--- config.mk ---
export PLATFORM = sky130hd
export DESIGN_NAME = hlt_drain_ctrl_flat
export DESIGN_NICKNAME = d
export VERILOG_FILES = /design/src/rtl/hlt_drain_ctrl_pkg.sv /design/src/rtl/hlt_drain_ctrl_if.sv /design/src/rtl/hlt_drain_ctrl_dcache_sweep.sv /design/src/rtl/hlt_drain_ctrl.sv /design/src/flat_wrapper.sv
export SDC_FILE = /design/constraint.sdc
export NUM_CORES = 1
export LEC_CHECK = 0
export CAP_MARGIN = 20
export CORE_AREA = 2 2 44 46
export DETAILED_ROUTE_END_ITERATION = 12
export DIE_AREA = 0 0 46 48
export DONT_BUFFER_PORTS = 1
export PLACE_DENSITY = 0.71
export SLEW_MARGIN = 40
export SYNTH_ARGS = -nofsm -noshare
export SYNTH_HDL_FRONTEND = slang
export SYNTH_HIERARCHICAL = 1
export SYNTH_SLANG_ARGS = --single-unit
--- constraint.sdc ---
create_clock -name i_clk -period 1.6 [get_ports i_clk]
set_clock_uncertainty 0.05 [all_clocks]
set_input_delay 0.16 -clock i_clk [delete_from_list [all_inputs] [get_ports i_clk]]
set_output_delay 0.16 -clock i_clk [all_outputs]
set_load 0.01 [all_outputs]
--- src/rtl/hlt_drain_ctrl_pkg.sv ---
// Purpose : shared halt-sequencer types and helpers (state enum, PC width, index-width helper).
// Latency : n/a (declarations only).
// Backpressure: n/a. Also consumed by the hazard unit for freeze signalling.
package hlt_drain_ctrl_pkg;

    localparam int PC_W = 16;

    typedef enum logic [1:0] {
        ST_RUN    = 2'd0,
        ST_DRAIN  = 2'd1,
        ST_FLUSH  = 2'd2,
        ST_HALTED = 2'd3
    } hlt_state_t;

    // Bits needed to index n entries; never returns 0 so degenerate sizes still get a 1-bit field.
    function automatic int clog2(input int n);
        int r;
        r = 1;
        while ((1 << r) < n) r++;
        return r;
    endfunction

endpackage

--- src/rtl/hlt_drain_ctrl_if.sv ---
// Purpose : bundle between the core (ID / hazard unit / mem system) and the halt sequencer.
// Latency : n/a (wires only).
// Backpressure: none; stall_in/flush_in/mem_busy are level qualifiers, cf_req/cf_ack a req/ack pair.
// Ports (master = core side driving the sequencer, slave = hlt_drain_ctrl):
//   hlt_dec, hlt_pc, stall_in, flush_in, mem_busy, cf_ack -> sequencer
//   freeze_if, cf_req, cf_idx, hlt, pc                    <- sequencer
interface hlt_drain_ctrl_if #(
    parameter int PC_W  = 16,
    parameter int IDX_W = 3
);
    logic              hlt_dec;
    logic [PC_W-1:0]   hlt_pc;
    logic              stall_in;
    logic              flush_in;
    logic              mem_busy;
    logic              cf_ack;
    logic              freeze_if;
    logic              cf_req;
    logic [IDX_W-1:0]  cf_idx;
    logic              hlt;
    logic [PC_W-1:0]   pc;

    modport master (
        output hlt_dec, hlt_pc, stall_in, flush_in, mem_busy, cf_ack,
        input  freeze_if, cf_req, cf_idx, hlt, pc
    );

    modport slave (
        input  hlt_dec, hlt_pc, stall_in, flush_in, mem_busy, cf_ack,
        output freeze_if, cf_req, cf_idx, hlt, pc
    );
endinterface

--- src/rtl/hlt_drain_ctrl_dcache_sweep.sv ---
// Purpose : walks D-cache set indices 0..DC_SETS-1, one writeback request per set.
// Latency : req is combinational from i_en; index advances on the edge of each ack.
// Backpressure: holds o_req/o_idx until i_ack; o_done pulses with the ack of the last set.
// Ports: i_clk, i_rst_n, i_en (sweep active), i_ack (line written back), o_req, o_idx, o_done.
module hlt_drain_ctrl_dcache_sweep #(
    parameter int DC_SETS = 8,
    parameter int IDX_W   = 3
) (
    input  logic             i_clk,
    input  logic             i_rst_n,
    input  logic             i_en,
    input  logic             i_ack,
    output logic             o_req,
    output logic [IDX_W-1:0] o_idx,
    output logic             o_done
);
    logic [IDX_W-1:0] r_idx;
    logic             w_step;

    // Acks outside an active sweep are ignored.
    assign w_step = i_en & i_ack;

    // DC_SETS is a power of two, so the last increment wraps back to 0.
    always_ff @(posedge i_clk or negedge i_rst_n) begin
        if (!i_rst_n) begin
            r_idx <= '0;
        end else if (w_step) begin
            r_idx <= r_idx + IDX_W'(1);
        end
    end

    assign o_req  = i_en;
    assign o_idx  = r_idx;
    assign o_done = w_step & (r_idx == IDX_W'(DC_SETS - 1));
endmodule

--- src/rtl/hlt_drain_ctrl.sv ---
// Purpose : halt sequencer: on an accepted HLT freezes fetch, drains the pipe, waits for memory idle,
//           optionally sweeps dirty D-cache lines (DCACHE_FLUSH_ON_HLT_EN), then raises sticky hlt/pc.
// Latency / backpressure: hlt rises PIPE_DEPTH cycles after acceptance when unstalled and mem idle;
//           stall_in pauses the drain count, mem_busy holds the final drain step, flush_in aborts DRAIN.
// Ports: i_clk, i_rst_n (async active-low), io_bus (hlt_drain_ctrl_if.slave).
module hlt_drain_ctrl
    import hlt_drain_ctrl_pkg::*;
#(
    parameter int PIPE_DEPTH = 4,
    parameter int DC_SETS    = 8,
    parameter int PC_W       = hlt_drain_ctrl_pkg::PC_W
) (
    input  logic              i_clk,
    input  logic              i_rst_n,
    hlt_drain_ctrl_if.slave   io_bus
);
    localparam int CNT_W = clog2(PIPE_DEPTH);
    localparam int IDX_W = clog2(DC_SETS);

    hlt_state_t       r_state, w_state_nxt;
    logic [CNT_W-1:0] r_cnt,   w_cnt_nxt;
    logic [PC_W-1:0]  r_pc,    w_pc_nxt;
    logic             r_hlt,   w_hlt_nxt;
    logic             w_accept;
    logic             w_drain_done;

    // An HLT seen while stalled or squashed is not taken; ID re-presents it.
    assign w_accept     = io_bus.hlt_dec & ~io_bus.stall_in & ~io_bus.flush_in;
    // Flush has priority: a squashed HLT must never reach the halted state.
    assign w_drain_done = (r_cnt == '0) & ~io_bus.stall_in & ~io_bus.mem_busy & ~io_bus.flush_in;

`ifdef DCACHE_FLUSH_ON_HLT_EN
    logic w_sweep_done;

    hlt_drain_ctrl_dcache_sweep #(
        .DC_SETS (DC_SETS),
        .IDX_W   (IDX_W)
    ) u_sweep (
        .i_clk   (i_clk),
        .i_rst_n (i_rst_n),
        .i_en    (r_state == ST_FLUSH),
        .i_ack   (io_bus.cf_ack),
        .o_req   (io_bus.cf_req),
        .o_idx   (io_bus.cf_idx),
        .o_done  (w_sweep_done)
    );
`else
    logic w_unused;
    assign w_unused      = io_bus.cf_ack;
    assign io_bus.cf_req = 1'b0;
    assign io_bus.cf_idx = {IDX_W{1'b0}};
`endif

    always_ff @(posedge i_clk or negedge i_rst_n) begin
        if (!i_rst_n) begin
            r_state <= ST_RUN;
            r_cnt   <= '0;
            r_pc    <= '0;
            r_hlt   <= 1'b0;
        end else begin
            r_state <= w_state_nxt;
            r_cnt   <= w_cnt_nxt;
            r_pc    <= w_pc_nxt;
            r_hlt   <= w_hlt_nxt;
        end
    end

    always_comb begin
        w_state_nxt = r_state;
        w_cnt_nxt   = r_cnt;
        w_pc_nxt    = r_pc;
        w_hlt_nxt   = r_hlt;
        case (r_state)
            ST_RUN: begin
                if (w_accept) begin
                    w_pc_nxt    = io_bus.hlt_pc;
                    w_cnt_nxt   = CNT_W'(PIPE_DEPTH - 1);
                    w_state_nxt = ST_DRAIN;
                end
            end
            ST_DRAIN: begin
                if (io_bus.flush_in) begin
                    w_cnt_nxt   = '0;
                    w_state_nxt = ST_RUN;
                end else if (!io_bus.stall_in && r_cnt != '0) begin
                    w_cnt_nxt = r_cnt - CNT_W'(1);
                end else if (w_drain_done) begin
`ifdef DCACHE_FLUSH_ON_HLT_EN
                    w_state_nxt = ST_FLUSH;
`else
                    w_state_nxt = ST_HALTED;
                    w_hlt_nxt   = 1'b1;
`endif
                end
            end
`ifdef DCACHE_FLUSH_ON_HLT_EN
            ST_FLUSH: begin
                if (w_sweep_done) begin
                    w_state_nxt = ST_HALTED;
                    w_hlt_nxt   = 1'b1;
                end
            end
`endif
            ST_HALTED: begin
                w_state_nxt = ST_HALTED;
            end
            default: begin
                w_state_nxt = ST_RUN;
            end
        endcase
    end

    // Decoded from registered state, so freeze_if is glitch-free.
    assign io_bus.freeze_if = (r_state != ST_RUN);
    assign io_bus.hlt       = r_hlt;
    assign io_bus.pc        = r_pc;
endmodule

--- src/flat_wrapper.sv ---
// flat-port wrapper written by rule: the top's interface ports become plain ports
module hlt_drain_ctrl_flat import hlt_drain_ctrl_pkg::*;
#(
    parameter int PIPE_DEPTH = 4,
    parameter int DC_SETS    = 8,
    parameter int PC_W       = hlt_drain_ctrl_pkg::PC_W
)
  (i_clk, i_rst_n, io_bus_hlt_dec, io_bus_hlt_pc, io_bus_stall_in, io_bus_flush_in, io_bus_mem_busy, io_bus_cf_ack, io_bus_freeze_if, io_bus_cf_req, io_bus_cf_idx, io_bus_hlt, io_bus_pc);
  hlt_drain_ctrl_if #(.PC_W(PC_W), .IDX_W((clog2((8))))) io_bus_i ();
  input  logic i_clk;
  input  logic i_rst_n;
  input wire logic [$bits(io_bus_i.hlt_dec)-1:0] io_bus_hlt_dec;
  input wire logic [$bits(io_bus_i.hlt_pc)-1:0] io_bus_hlt_pc;
  input wire logic [$bits(io_bus_i.stall_in)-1:0] io_bus_stall_in;
  input wire logic [$bits(io_bus_i.flush_in)-1:0] io_bus_flush_in;
  input wire logic [$bits(io_bus_i.mem_busy)-1:0] io_bus_mem_busy;
  input wire logic [$bits(io_bus_i.cf_ack)-1:0] io_bus_cf_ack;
  output wire logic [$bits(io_bus_i.freeze_if)-1:0] io_bus_freeze_if;
  output wire logic [$bits(io_bus_i.cf_req)-1:0] io_bus_cf_req;
  output wire logic [$bits(io_bus_i.cf_idx)-1:0] io_bus_cf_idx;
  output wire logic [$bits(io_bus_i.hlt)-1:0] io_bus_hlt;
  output wire logic [$bits(io_bus_i.pc)-1:0] io_bus_pc;
  assign io_bus_i.hlt_dec = io_bus_hlt_dec;
  assign io_bus_i.hlt_pc = io_bus_hlt_pc;
  assign io_bus_i.stall_in = io_bus_stall_in;
  assign io_bus_i.flush_in = io_bus_flush_in;
  assign io_bus_i.mem_busy = io_bus_mem_busy;
  assign io_bus_i.cf_ack = io_bus_cf_ack;
  assign io_bus_freeze_if = io_bus_i.freeze_if;
  assign io_bus_cf_req = io_bus_i.cf_req;
  assign io_bus_cf_idx = io_bus_i.cf_idx;
  assign io_bus_hlt = io_bus_i.hlt;
  assign io_bus_pc = io_bus_i.pc;
  hlt_drain_ctrl #(.PIPE_DEPTH(PIPE_DEPTH), .DC_SETS(DC_SETS), .PC_W(PC_W)) u_core (.i_clk(i_clk), .i_rst_n(i_rst_n), .io_bus(io_bus_i));
endmodule
Yosys cells after proc, flatten, opt, wreduce, memory -nomap -nowiden
Index checks and enable logic that the tools add are counted.
- register bits after elaboration: 21
- input port bits: 23
- output and inout bits: 22
- logic and storage cells: 40
- add/sub/neg operators: 1
- eq/ne operators: 6
- multiplexer cells: 9
- bitwise gates (word level): 9
- reduce and logical (&&, ||, !) cells: 11
- operators with widths (operator ; number):
    2-to-1 mux 2 bit ; 7
    inequality test 3 x 2 -> 1 bit (second input constant) ; 2
    case mux 2 bit (3 select lines) ; 1
    AND reduction 3 bit ; 2
    nonzero test 2 bit ; 3
    AND 1 bit ; 5
    zero test 2 bit ; 2
    inverter 1 bit ; 4
    case mux 2 bit (2 select lines) ; 1
    AND reduction 4 bit ; 1
    inequality test 3 bit (second input constant) ; 1
    equality test 2 x 1 -> 1 bit (second input constant) ; 1
    equality test 2 bit (second input constant) ; 1
    inequality test 2 x 1 -> 1 bit (second input constant) ; 1
    AND reduction 2 bit ; 1
    subtractor 2 x 1 -> 2 bit (second input constant) ; 1
    logical AND 1 bit ; 1
    zero test 1 bit ; 1

Longest topological paths before layout
Gate-level depths: netlist of run 1.
- depth in word-level cells: 8
- depth in mapped cells: 5
- gate-level depth less buffers: 5

Worst setup path after synthesis of run 1
Ideal clock, no wire load.
- path type: register to register
- start point: register u_core.r_state[0]
- end point: register u_core.r_pc[10] (netlist: u_core/io_bus.pc[10])
- setup time: 125 ps
- arrival: 1249 ps
- required time: 1425 ps
- path slack: 176 ps
- cell stages (with the launch flop): 5
- buffers on the path: 1
- period minus slack after synthesis: 1424 ps
- cells stage by stage: dfrtp_1 > nor3_4 > nand3_4 > buf_6 > mux2_4
- word-level cells in the longest chain between the ends: 2
- RTL lines (element ; RTL line ; source):
    from (decl) ; hlt_drain_ctrl.sv:20 ; hlt_state_t r_state, w_state_nxt;
    from (signal assigned) ; hlt_drain_ctrl.sv:61 ; r_state <= w_state_nxt;
    zero test 2 bit ; hlt_drain_ctrl.sv:73 ; case (r_state)
    AND reduction 2 bit (no line) ; -- ;
    to (signal assigned) ; hlt_drain_ctrl.sv:63 ; r_pc <= w_pc_nxt;
    to (decl) ; hlt_drain_ctrl.sv:22 ; logic [PC_W-1:0] r_pc, w_pc_nxt;
No other way between the ends.
A chain may end at the register's enable or synchronous reset.

Worst setup path after layout of run 1
- start point: register u_core.r_state[0]
- end point: register u_core.r_pc[14] (netlist: u_core/io_bus.pc[14])
The elaborated chain is that of the path after synthesis.

==> results of run 1 <==
## sequential cells by signal (all words and copies together) (netlist names)
register and count:
u_core/r_cnt 2, u_core/io_bus.hlt 1, u_core/io_bus.pc 16, u_core/r_state 2
## synth_stat cells
| library cell | instances |
|---|---|
| a21oi_1 | 2 |
| mux2_2 | 7 |
| a211oi_1 | 1 |
| nor4b_1 | 1 |
| inv_1 | 4 |
| nand3_4 | 1 |
| a31oi_1 | 1 |
| a21o_1 | 1 |
| conb_1 | 1 |
| ha_1 | 1 |
| nand3_1 | 1 |
| or2_2 | 1 |
| buf_4 | 4 |
| mux2_4 | 9 |
| o21a_1 | 2 |
| nor2b_1 | 1 |
| o21ai_0 | 1 |
| dfrtp_1 | 21 |
| a22o_1 | 1 |
| and3_1 | 1 |
| o211ai_1 | 1 |
| buf_6 | 1 |
| nor3_4 | 1 |
| nor2_1 | 2 |
## worst min path at each step
| stage | startpoint | to | slack (ns) | cells past startpoint |
|---|---|---|---|---|
| after global placement | i_rst_n | u_core/r_state[0]$_DFFE_PN0P_ | -0.19 | 0 |
| after floorplan | i_rst_n | u_core/io_bus.hlt$_DFFE_PN0P_ | -0.19 | 0 |
| after CTS | io_bus_flush_in | u_core/r_cnt[0]$_DFFE_PN0P_ | 0.02 | 3 |
| after detailed placement | i_rst_n | u_core/io_bus.pc[12]$_DFFE_PN0P_ | -0.19 | 0 |
| final | io_bus_flush_in | u_core/r_cnt[0]$_DFFE_PN0P_ | 0.03 | 3 |
| after global routing | io_bus_flush_in | u_core/r_cnt[0]$_DFFE_PN0P_ | 0.002 | 3 |
## layer usage
layer  GRT usage  up-vias  part of all wire
met5           0        -                 0
met4      0.0514        0                 0
met3      0.0755        0             0.067
met2       0.292       28              0.52
met1       0.161      279              0.41
li1            -      275                 -
## critical path: cells and delay by family, from the launching register on
family | cells | cell delay [ns]
multiplexers | 1 | 0.39
flip-flops | 1 | 0.43
AND/OR/NAND/NOR | 2 | 0.53
## power groups by stage
stage / Combinational (mW) / Clock, mW / Sequential, mW
final: 0.253 / 0.243 / 0.760
after CTS: 0.252 / 0.255 / 0.760
after global placement: 0.193 / 0 / 0.767
after global routing: 0.279 / 0.284 / 0.775
after detailed placement: 0.201 / 0 / 0.770
after floorplan: 0.185 / 0 / 0.750
## placed cells by master (no fill, tap or decap)
cell and count:
dlygate4sd3_1 20, nand3_4 1, conb_1 4, or2_2 1, o21ai_0 1, nand3_1 1
buf_4 1, mux2_2 7, nor2_1 2, o211ai_1 1, o21a_1 2, dfrtp_1 21
clkbuf_4 3, mux2_4 9, buf_2 1, a22o_1 1, ha_1 1, and3_1 1
nor2b_1 1, inv_1 4, clkinv_2 1, a31oi_1 1, a21oi_1 2, a21o_1 1
a211oi_1 1, nor4b_1 1, nor3_4 1
## cell families (layout without fill, tap and decap cells)
family	after synthesis	after routing	share of synthesized area
compound gates	10	10	0.0709
fa+ha+maj	1	1	0.0131
buf+inv	9	30	0.0591
flops	21	21	0.551
mux	16	16	0.224
other cells	1	4	0.00393
simple gates	9	9	0.0774
## final cells by class
type                       instances  share of cell area
clock buffer                       3              0.0190
clock inverter                     1             0.00422
inverter                           4              0.0127
multi-input combinational         40               0.323
sequential                        21               0.444
tap                               17              0.0180
timing repair buffer              22               0.180
## repair_timing
item	4_1_cts	5_1_grt
hold endpoints to repair	39	21
hold buffers	20	1
setup endpoints to repair	0	0
==> key figures, run 1 <==
Die
  – Starting Density: 0.564
  – I/O pin cnt: 45
  – Die ar.: 2210 sq um
  – Num rows: 15
  – DIE WIDTH: 46 microns
  – Die H: about 48 microns
  – Core ar.: 1690 sq um

Pwr
  – Combinational Power Share: 0.201
  – Net switching power: 0.359 mW
  – Sequential power share: 0.605
  – Lkg Pwr: 0.569 nW
  – Clk pwr share: 0.193
  – Total Power: ~1.3 mW
  – Pint: 0.897 mW
  – Max VDD drop: 0.619 mV
  – PD cells: 1060 nW/um^2
  – Sw Ratio: 0.286

Layout
  – Final Non-Filler Cells: roughly 110
  – Post-layout util: 0.701
  – Area grow syn2layout: 24.3%
  – Fill cells: about 120
  – Layout cells sized above 1: 0.275
  – Reg area: around 530 sq um
  – Nets: around 120
  – Footprint of the multi-input gates: about 380 sq um
  – Design area: ~1200 sq um
  – Antenna cells: 0

GRT
  – Vias in the first global route: around 560
  – Remaining global-route overflow: 0
  – Initial antenna violation count: 0
  – First-pass GRT wire length: roughly 2.4 mm
  – Largest net degree at the start of global routing: 22
  – GRT Overall Usage: 0.160

Place
  – HPWL after DPL: approximately 1.1 mm
  – Post-place setup slack: ~0.11 ns
  – GPL Wtd Cong: between 0.8 and 0.9
  – Placed cell count: slightly above 80
  – PortBufs: 0
  – DP Area: 952 sq um

Yosys
  – Post-synth top area share: 0.551
  – Seq/Total Area, Yosys: 0.551
  – Cell taking the most area after synthesis: dfrtp_1
  – Synth warnings: 6
  – Synth Cell Area: ~950 sq um
  – Post-synthesis area per instance: roughly 14 sq um
  – Synth area leaders: dfrtp_1 55%, mux2_4 14%, mux2_2 8.3%
  – Synth Instances: 67
  – Synth cell types: 24
  – Synth Register Bits: 21

Timing
  – WHS: between 0.02 and 0.03 ns
  – Final hold vios: 0
  – RSZ-0062 raised after global routing: false
  – Final Critical Period: between 1.5 and 2 ns
  – Period utilization: 0.948
  – Fin worst setup slack: between 0.08 and 0.09 ns
  – Max Fclk: around 0.66 GHz
  – Final setup vio count: 0
  – Setup TNS: 0 ns
  – Final Max Slew Viols: 0

Min path
  – Hold crit path type: in -> reg

Worst setup path
  – R2r setup slk: between 0.08 and 0.09 ns
  – Crit path capture: u_core/io_bus.pc[14]$_DFFE_PN0P_
  – FF-to-FF Start: u_core/r_state[0]$_DFFE_PN0P_
  – CP max FO: 17
  – Reg2reg end: u_core/io_bus.pc[14]$_DFFE_PN0P_
  – Worst setup path start: u_core/r_state[0]$_DFFE_PN0P_
  – Worst Reg-to-Reg Cells: 3
  – Crit-path slowest cell: dfrtp_1
  – Crit-path cells: nor3_4, nand3_4, mux2_4
  – CP Data Required Time: between 1.5 and 2 ns
  – CP Launch Type: register
  – Crit Path Class: reg -> reg
  – Crit. End Element: register
  – Critical path's largest stage delay: about 0.43 ns
  – Worst Path Arrival: about 1.7 ns

CTS
  – H-tree depth: 1
  – Clock buffer depth: 2
  – Total clock sinks: 21
  – Reg clk slew, reported paths: approximately 0.11 ns
  – CTS tree: built
  – Worst-skew pair later-pin latency: about 0.30 ns
  – Post-CTS Setup Bufs: 0
  – Root buf cell: clkbuf_4
  – TritonCTS buffer count: 3
  – # resized after CTS: 0

Status
  – Run status: finished, final reports clean

Routing
  – Initial DRC Count: 7
  – DRC viols: 0
  – Detail Route Antenna Nets: 0
  – DR vias: 582
  – WL per Instance: approximately 16 microns
  – Final WL: between 1.5 and 2 mm
  – TritonRoute pass-1 iters: 2
  – Post-DR vias/cell: 5.39

Flow run
  – Max Cap Viol: 0
(Power assumes the default switching activity.)
==> run 2, diff against run 1 <==
--- a/config.mk
+++ b/config.mk
@@ -11,7 +11,6 @@
 export DIE_AREA = 0 0 46 48
 export DONT_BUFFER_PORTS = 1
 export PLACE_DENSITY = 0.71
-export SLEW_MARGIN = 40
 export SYNTH_ARGS = -nofsm -noshare
 export SYNTH_HDL_FRONTEND = slang
 export SYNTH_HIERARCHICAL = 1
==> key figures, run 2 (synthesized netlist as in run 1, its figures left out) <==
Routing
  – Detail Route Antenna Nets: 0 (unchanged)
  – Final WL: 1.69 mm (about the same)
  – DRC viols: 0 (unchanged)
  – DR vias: 580 (-0.34%)
  – Highest metal used: met3
  – Post-DR vias/cell: 5.42 (+0.59%)
  – DRT met1 WL: 692 microns (+0.44%)
  – WL per Instance: 15.8 microns (+0.99%)
  – Initial DRC Count: 7 (unchanged)
  – TritonRoute pass-1 iters: 2 (unchanged)
  – Met2 routed WL: 884 microns (-0.23%)
  – DR WL met3: 113 microns (unchanged)

Die
  – Starting Density: 0.564 (unchanged)
  – Num rows: 15 (unchanged)
  – Die H: 48 microns (unchanged)
  – DIE WIDTH: 46 microns (unchanged)
  – Core ar.: 1690 sq um (unchanged)
  – Die ar.: 2210 sq um (unchanged)
  – I/O pin cnt: 45 (unchanged)

Timing
  – Final Critical Period: 1.51 ns (-0.00617 ns)
  – Period utilization: 0.944 (-0.00386)
  – RSZ-0062 raised after global routing: false
  – Fin worst setup slack: 0.0893 ns (+0.00617 ns)
  – WHS: 0.0275 ns (+0.0000299 ns)
  – Relative slew slack: 0.404
  – Final Max Slew Viols: 0 (unchanged)
  – Max Fclk: 0.662 GHz (+0.41%)
  – Setup TNS: 0 ns (unchanged)
  – Final hold vios: 0 (unchanged)
  – Final setup vio count: 0 (unchanged)
  – Tightest Pin Transition: ~0.89 ns

GRT
  – First-pass GRT wire length: 2.37 mm (unchanged)
  – GRT Overall Usage: 0.160 (unchanged)
  – Initial antenna violation count: 0 (unchanged)
  – Vias in the first global route: 557 (unchanged)
  – Largest net degree at the start of global routing: 22 (unchanged)
  – Remaining global-route overflow: 0 (unchanged)

CTS
  – Root buf cell: clkbuf_4
  – Total clock sinks: 21 (unchanged)
  – Reg clk slew, reported paths: 0.11 ns (about the same)
  – CTS tree: built
  – TritonCTS buffer count: 3 (unchanged)
  – Clock buffer depth: 2 (unchanged)
  – H-tree depth: 1 (unchanged)
  – # resized after CTS: 0 (unchanged)
  – Worst-skew pair later-pin latency: 0.30 ns (about the same)

Pwr
  – Total Power: 1.25 mW (about the same)
  – Lkg Pwr: 0.565 nW (-0.69%)
  – Max VDD drop: 0.619 mV (about the same)
  – PD cells: 1060 nW/um^2 (+0.34%)

Place
  – PortBufs: 0 (unchanged)
  – DP Area: 952 sq um (unchanged)
  – GPL Wtd Cong: 0.820 (unchanged)
  – Placed cell count: 83 (unchanged)
  – HPWL after DPL: 1.05 mm (unchanged)
  – Post-place setup slack: 0.113 ns (unchanged)

Layout
  – Most frequent cells in the layout: 21 x dfrtp_1, 20 x dlygate4sd3_1, 9 x mux2_4
  – Final Non-Filler Cells: 107 (-0.93%)
  – Largest register FFs: 16 (unchanged)
  – Area grow syn2layout: 23.8%
  – Layout cells sized above 1: 0.267 (-0.00806)
  – Antenna cells: 0 (unchanged)
  – Post-layout util: 0.699 (-0.00296)
  – Design area: 1180 sq um (-0.42%)
  – Nets: 115 (-0.86%)
  – Commonest non-fill, non-tap cell in the layout: dfrtp_1

Worst setup path
  – CP Data Required Time: 1.75 ns (about the same)
  – Crit Path Class: reg -> reg
  – Crit. End Element: register
  – CP max FO: 17 (unchanged)
  – CP Launch Type: register
  – Worst Path Arrival: 1.66 ns (about the same)
  – R2r setup slk: 0.09 ns (about the same)

Min path
  – Hold crit path type: in -> reg

Status
  – Run status: finished, final reports clean

Flow run
  – Max Cap Viol: 0 (unchanged)
==> run 2: changes by cell type in the layout (fill, tap and decap cells not counted) <==
cell and delta:
buf_2 -1
==> run 2: repair_timing <==
item | 4_1_cts | 5_1_grt
endpoints found under the hold margin | 39 | 0
hold buffers | 20 | 0
setup buffers | 0 | 0
endpoints found under the setup margin | 0 | 0
==> run 2: layer usage <==
metal / up-vias / GRT usage
met5: - / 0
met4: 0 / 0.0514
met3: 0 / 0.0755
met2: 28 / 0.292
met1: 279 / 0.161
li1: 273 / -
==> run 2: where the power goes <==
part	leakage [nW]	switching [mW]	internal [mW]
sequential	0.253	0.120	0.640
combinational	0.295	0.0894	0.162
clock	0.0177	0.150	0.0932
total	0.565	0.359	0.896
==> run 2: final cells by class <==
type | instances | area, sq um
flip-flops and latches | 21 | 526
fillers | 118 | 509
multi-input cells | 40 | 383
repair buffers | 21 | 208
clock buffers | 3 | 22.5
well taps | 17 | 21.3
inverters | 4 | 15.0
clock inverters | 1 | 5.00
==> run 2: final timing paths <==
kind,end,start,cells past startpoint
min in group asynchronous,u_core/io_bus.pc[10]$_DFFE_PN0P_,i_rst_n,1
worst max-delay path,u_core/io_bus.pc[7]$_DFFE_PN0P_,u_core/r_state[0]$_DFFE_PN0P_,3
worst max register to register,u_core/io_bus.pc[7]$_DFFE_PN0P_,u_core/r_state[0]$_DFFE_PN0P_,3
max in group asynchronous,u_core/io_bus.hlt$_DFFE_PN0P_,i_rst_n,1
worst min-delay path,u_core/r_cnt[0]$_DFFE_PN0P_,io_bus_flush_in,3
worst min register to register,u_core/io_bus.hlt$_DFFE_PN0P_,u_core/io_bus.hlt$_DFFE_PN0P_,1
==> run 2: worst max-delay path: stages (launching register included) <==
cell	delay, ns
dfrtp_1	0.43
nor3_4	0.25
nand3_4	0.28
mux2_4	0.38
